--- src/rtl/lcd_cmd_sequencer.sv ---
// Command-ROM sequencer for the LCD image controller: fetches opcodes, issues
// them under the busy/done handshake and guards each wait with a watchdog.
module lcd_cmd_sequencer #(
  parameter int         ADDR_W   = 4,
  parameter logic [3:0] END_CODE = 4'hF,
  parameter int         WDOG_MAX = 255
) (
  input  logic              clk,
  input  logic              reset,
  input  logic              start,
  input  logic [3:0]        CMD_Q,
  output logic              CMD_rd,
  output logic [ADDR_W-1:0] CMD_A,
  input  logic              busy,
  input  logic              done,
  output logic [3:0]        cmd,
  output logic              cmd_valid,
  output logic              seq_busy,
  output logic              seq_done,
  output logic              err
);

  typedef enum logic [3:0] {
    ST_IDLE      = 4'd0,
    ST_FETCH     = 4'd1,
    ST_DECODE    = 4'd2,
    ST_WAIT_RDY  = 4'd3,
    ST_ISSUE     = 4'd4,
    ST_GAP       = 4'd5,
    ST_WAIT_DONE = 4'd6,
    ST_END       = 4'd7,
    ST_ERR       = 4'd8
  } state_t;

  localparam logic [ADDR_W-1:0] ADDR_LAST = {ADDR_W{1'b1}};
  localparam logic [ADDR_W-1:0] ADDR_ONE  = {{(ADDR_W-1){1'b0}}, 1'b1};
  localparam logic [7:0]        WDOG_LAST = 8'(WDOG_MAX - 32'sd1);

  state_t            state_r, state_s;
  logic              cmd_rd_r, cmd_rd_s;
  logic [ADDR_W-1:0] cmd_a_r, cmd_a_s;
  logic [3:0]        cmd_r, cmd_s;
  logic              cmd_valid_r, cmd_valid_s;
  logic              seq_busy_r, seq_busy_s;
  logic              seq_done_r, seq_done_s;
  logic              err_r, err_s;
  logic [7:0]        wdog_r, wdog_s;

  // Next-state and next-output logic; cmd_valid defaults low so every strobe lasts one cycle.
  always_comb begin
    state_s     = state_r;
    cmd_rd_s    = cmd_rd_r;
    cmd_a_s     = cmd_a_r;
    cmd_s       = cmd_r;
    cmd_valid_s = 1'b0;
    seq_busy_s  = seq_busy_r;
    seq_done_s  = seq_done_r;
    err_s       = err_r;
    wdog_s      = wdog_r;
    case (state_r)
      ST_IDLE: begin
        if (start) begin
          cmd_a_s    = {ADDR_W{1'b0}};
          cmd_rd_s   = 1'b1;
          seq_busy_s = 1'b1;
          seq_done_s = 1'b0;
          err_s      = 1'b0;
          state_s    = ST_FETCH;
        end else begin
          state_s = ST_IDLE;
        end
      end
      ST_FETCH: begin
        cmd_rd_s = 1'b0;
        state_s  = ST_DECODE;
      end
      ST_DECODE: begin
        if (CMD_Q == END_CODE) begin
          state_s = ST_END;
        end else begin
          cmd_s   = CMD_Q;
          state_s = ST_WAIT_RDY;
        end
      end
      ST_WAIT_RDY: begin
        if (!busy) begin
          cmd_valid_s = 1'b1;
          state_s     = ST_ISSUE;
        end else if (wdog_r == WDOG_LAST) begin
          state_s = ST_ERR;
        end else begin
          wdog_s = wdog_r + 8'd1;
        end
      end
      ST_ISSUE: begin
        // opcode 0 is an image write, which ends the script once done arrives
        if (cmd_r == 4'd0) begin
          state_s = ST_WAIT_DONE;
        end else begin
          state_s = ST_GAP;
        end
      end
      ST_GAP: begin
        if (cmd_a_r == ADDR_LAST) begin
          state_s = ST_END;
        end else begin
          cmd_a_s  = cmd_a_r + ADDR_ONE;
          cmd_rd_s = 1'b1;
          state_s  = ST_FETCH;
        end
      end
      ST_WAIT_DONE: begin
        if (done) begin
          state_s = ST_END;
        end else if (wdog_r == WDOG_LAST) begin
          state_s = ST_ERR;
        end else begin
          wdog_s = wdog_r + 8'd1;
        end
      end
      ST_END: begin
        seq_busy_s = 1'b0;
        seq_done_s = 1'b1;
        state_s    = ST_IDLE;
      end
      ST_ERR: begin
        seq_busy_s = 1'b0;
        err_s      = 1'b1;
        state_s    = ST_IDLE;
      end
      default: begin
        state_s = ST_IDLE;
      end
    endcase
    if (state_s != state_r) begin
      wdog_s = 8'd0;
    end else begin
      wdog_s = wdog_s;
    end
  end

  // State and registered-output update with synchronous reset.
  always_ff @(posedge clk) begin
    if (reset) begin
      state_r     <= ST_IDLE;
      cmd_rd_r    <= 1'b0;
      cmd_a_r     <= {ADDR_W{1'b0}};
      cmd_r       <= 4'd0;
      cmd_valid_r <= 1'b0;
      seq_busy_r  <= 1'b0;
      seq_done_r  <= 1'b0;
      err_r       <= 1'b0;
      wdog_r      <= 8'd0;
    end else begin
      state_r     <= state_s;
      cmd_rd_r    <= cmd_rd_s;
      cmd_a_r     <= cmd_a_s;
      cmd_r       <= cmd_s;
      cmd_valid_r <= cmd_valid_s;
      seq_busy_r  <= seq_busy_s;
      seq_done_r  <= seq_done_s;
      err_r       <= err_s;
      wdog_r      <= wdog_s;
    end
  end

  assign CMD_rd    = cmd_rd_r;
  assign CMD_A     = cmd_a_r;
  assign cmd       = cmd_r;
  assign cmd_valid = cmd_valid_r;
  assign seq_busy  = seq_busy_r;
  assign seq_done  = seq_done_r;
  assign err       = err_r;

endmodule

--- config.mk ---
export PLATFORM = sky130hd
export DESIGN_NAME = lcd_cmd_sequencer
export DESIGN_NICKNAME = d
export VERILOG_FILES = /design/src/rtl/lcd_cmd_sequencer.sv
export SDC_FILE = /design/constraint.sdc
export NUM_CORES = 1
export LEC_CHECK = 0
export BUFFER_PORTS_ARGS = -buffer_cell sky130_fd_sc_hd__buf_4
export CAP_MARGIN = 30
export CORE_MARGIN = 5
export CORE_UTILIZATION = 30
export DETAILED_ROUTE_END_ITERATION = 12
export GPL_ROUTABILITY_DRIVEN = 0
export SLEW_MARGIN = 25
export SYNTH_ARGS = -nofsm -noshare
export SYNTH_HDL_FRONTEND = slang
export SYNTH_SLANG_ARGS = --single-unit
--- constraint.sdc ---
create_clock -name clk -period 1.9 [get_ports clk]
set_clock_uncertainty 0.1 [all_clocks]
set_input_delay 0.38 -clock clk [delete_from_list [all_inputs] [get_ports clk]]
set_output_delay 0.38 -clock clk [all_outputs]
set_load 0.02 [all_outputs]
==> run metrics <==
Die X 77.43 um; adder-cell share of the synthesized area 2.752%; syn_nets 176; pre-CTS setup slack -0.08018 ns; Die Ht 77.43 um; power share of the sequential group 43.2%; most common cell after layout, fill and taps aside buf_4; Initial Util 31.11%; Post-Syn Area 1364 um^2; htree depth 1; CP max FO 6; Synth Area in Simple Gates 35.96%; Slew @ Worst Pin 0.3305 ns; RSZ-0062 raised after global routing yes; synth warn 0; Worst EP required 1.96 ns; Yosys cell types 44; first-pass GRT wire length 5802 um; Row Count 24; Total GRT Usage 11.49%; Root Buffer clkbuf_8; core area 4384 um^2; Final Util 44.95%; Worst-path clk slew 0.10 ns; critical path class flip-flop to flip-flop; clock power share 24.2%; crit path time final 1.894 ns; PnR worst setup slack 0.005602 ns; Critical path destination wdog_r[5]; number of global-route vias before repair 1290; Internal 925.3 uW; max frequency 527.9 MHz; Seq/Total Area, Yosys 36.70%; Tcrit/Tclk final 99.71%; final instance area 1971 um^2; Clock Tree Buf Depth 2; Reg-to-Reg Start state_r[2]; max_slew headroom 77.73%; Syn-to-layout area delta 44.50%; vias per inst 5.011; clock latency on the worst-skew pair 0.27 ns; DP HPWL 2531 um; status completed; initial detailed-routing violation count 63; most frequent cells in the layout buf_4 (59), nor2_1 (27), dfxtp_1 (19); syn avg cell area 8.316 um^2; Comb pwr share 32.6%; r2r setup slk 0.006 ns; wire per inst 12.77 um; DRT antenna net count 0; fin cells 273; Hold Buf Count CTS 0; largest family of logic cells by synthesized area simple AND/OR/NAND/NOR gates; cts bufs inserted 3; Setup crit start kind flip-flop; Post-Synth XOR/XNOR Area 5.780%; I/O Buffers 21; synthesized flop and latch total 25; post-synthesis mux area share 0%; share of cells above drive strength 1 38.46%; Placed Area 1826 um^2; final slew viol count 0; Max Cap Viol 0; peak supply drop 0.3306 mV; Synth Instances 164; TritonCTS clock tree done; PD cells 687.1 nW/um^2; sw frac 31.67%; R2R cell count 8; worst setup path start state_r[2]; Fin. Hold Viols 0; worst hold path class primary input to flip-flop; initial antenna violation count 0; final setup vio count 0; Critical Path AT 1.95 ns; DIE AREA 5995 um^2; Sw Pwr 428.8 uW; diodes inserted 0; DR vias 1368; I/O Pins 22; Worst setup EP type flip-flop; Pleak 0.8342 nW; worst r2r dst wdog_r[5]; Total Power 1.354 mW; final WL 3487 um; Sink Count 25; global route total overflow 0; TritonRoute pass-1 iters 4; fraction of the mapped netlist area in compound gates 14.68%; # DRC 0; # nets final 234; largest net degree at the start of global routing 19; DP Cell Count 266
[worst max-delay path: stages, from the launching register on]
cell	delay, ns
dfxtp_4	0.38
clkbuf_2	0.15
nor3b_1	0.28
o21ai_2	0.11
buf_4	0.16
buf_4	0.13
nor4b_2	0.27
xnor2_1	0.15
nor2_1	0.05
[timing repair]
| action | CTS | global route |
|---|---|---|
| pin swaps | 2 | 7 |
| gates resized for setup | 6 | 13 |
| endpoints found under the setup margin | 8 | 8 |
| buffers inserted | 0 | 3 |
| gates cloned | 0 | 0 |
[through the flow]
stage | hold slack (ns) | TNS [ns]
CTS | 0.2826 | -0.01086
global route | 0.2929 | -0.1666
floorplan | 0.3591 | -0.02003
finish | 0.2827 | 0
global placement | 0.3673 | -0.2563
detailed placement | 0.3722 | -0.5203
[power groups by stage]
| stage | clock (mW) | sequential, mW | combinational, mW |
|---|---|---|---|
| after floorplan | 0 | 0.612 | 0.198 |
| after global placement | 0 | 0.592 | 0.390 |
| after detailed placement | 0 | 0.593 | 0.390 |
| after CTS | 0.330 | 0.583 | 0.406 |
| after global routing | 0.360 | 0.591 | 0.480 |
| final | 0.328 | 0.585 | 0.441 |
[state kept, by name, indices dropped and copies added (netlist names)]
register / flops
wdog_r: 8
CMD_A: 4
cmd: 4
state_r: 4
CMD_rd: 1
cmd_valid: 1
err: 1
seq_busy: 1
seq_done: 1
[Yosys cell counts, drive strengths merged]
library cell  instances  area, um^2
a221o                 1       10.01
a211o                 1       8.760
nand3                 6       30.03
o21ai                 7       38.78
a2111oi               1       27.53
nor3                 12       60.06
clkbuf                3       11.26
buf                   5       33.78
and4bb                2       25.02
a31o                  1       8.760
and3                  5       31.28
or2                   1       6.260
a21oi                 6       30.03
nand4bb               1       11.26
o21a                  1       7.510
nor4                  1       6.260
nand2                12       45.04
xor2                  6       52.55
inv                   3       11.26
or4                   1       7.510
nor2b                 4       25.02
nand4                 5       31.28
nand2b                3       18.77
and2                  1       6.260
dfxtp                25       500.5
nor2                 27       101.4
nor3b                 3       32.53
ha                    3       37.54
and4b                 1       10.01
a31oi                 3       18.77
and3b                 1       8.760
xnor2                 3       26.28
a211oi                2       25.02
a221oi                1       8.760
a21o                  1       7.510
nand3b                1       7.510
o221ai                1       8.760
and4                  2       17.52
nor4b                 1       8.760
[how the worst min path moves through the flow]
stage | slack (ns) | startpoint | to | cells past startpoint
after floorplan | 0.36 | busy | cmd_valid | 1
after global placement | 0.37 | CMD_rd | CMD_rd | 2
after detailed placement | 0.37 | CMD_rd | CMD_rd | 2
after CTS | 0.28 | busy | cmd_valid | 3
after global routing | 0.29 | CMD_Q[1] | cmd[1] | 3
final | 0.28 | CMD_Q[1] | cmd[1] | 3
[final cells by class]
class                   instances  area [um^2]
repair buffers                 61        459.2
well taps                      52        65.06
clock buffers                   4        45.04
flip-flops and latches         25        515.5
multi-input cells             128        874.6
fillers                       434         2414
inverters                       3        11.26
[kinds of logic after synthesis]
logic type	Yosys count
buf+inv	11
flops	25
xor+xnor	9
simple gates	90
fa+ha+maj	3
compound gates	26
[routing by layer]
metal  vias up  track usage (%)  wire (um)
met1       625            16.01       1708
met3         2            1.505        177
met2        37            18.10       1574
met4         0            4.124         27
met5         -                0          0
li1        704                -          -
No activity file was read; power rests on OpenSTA's default activity.
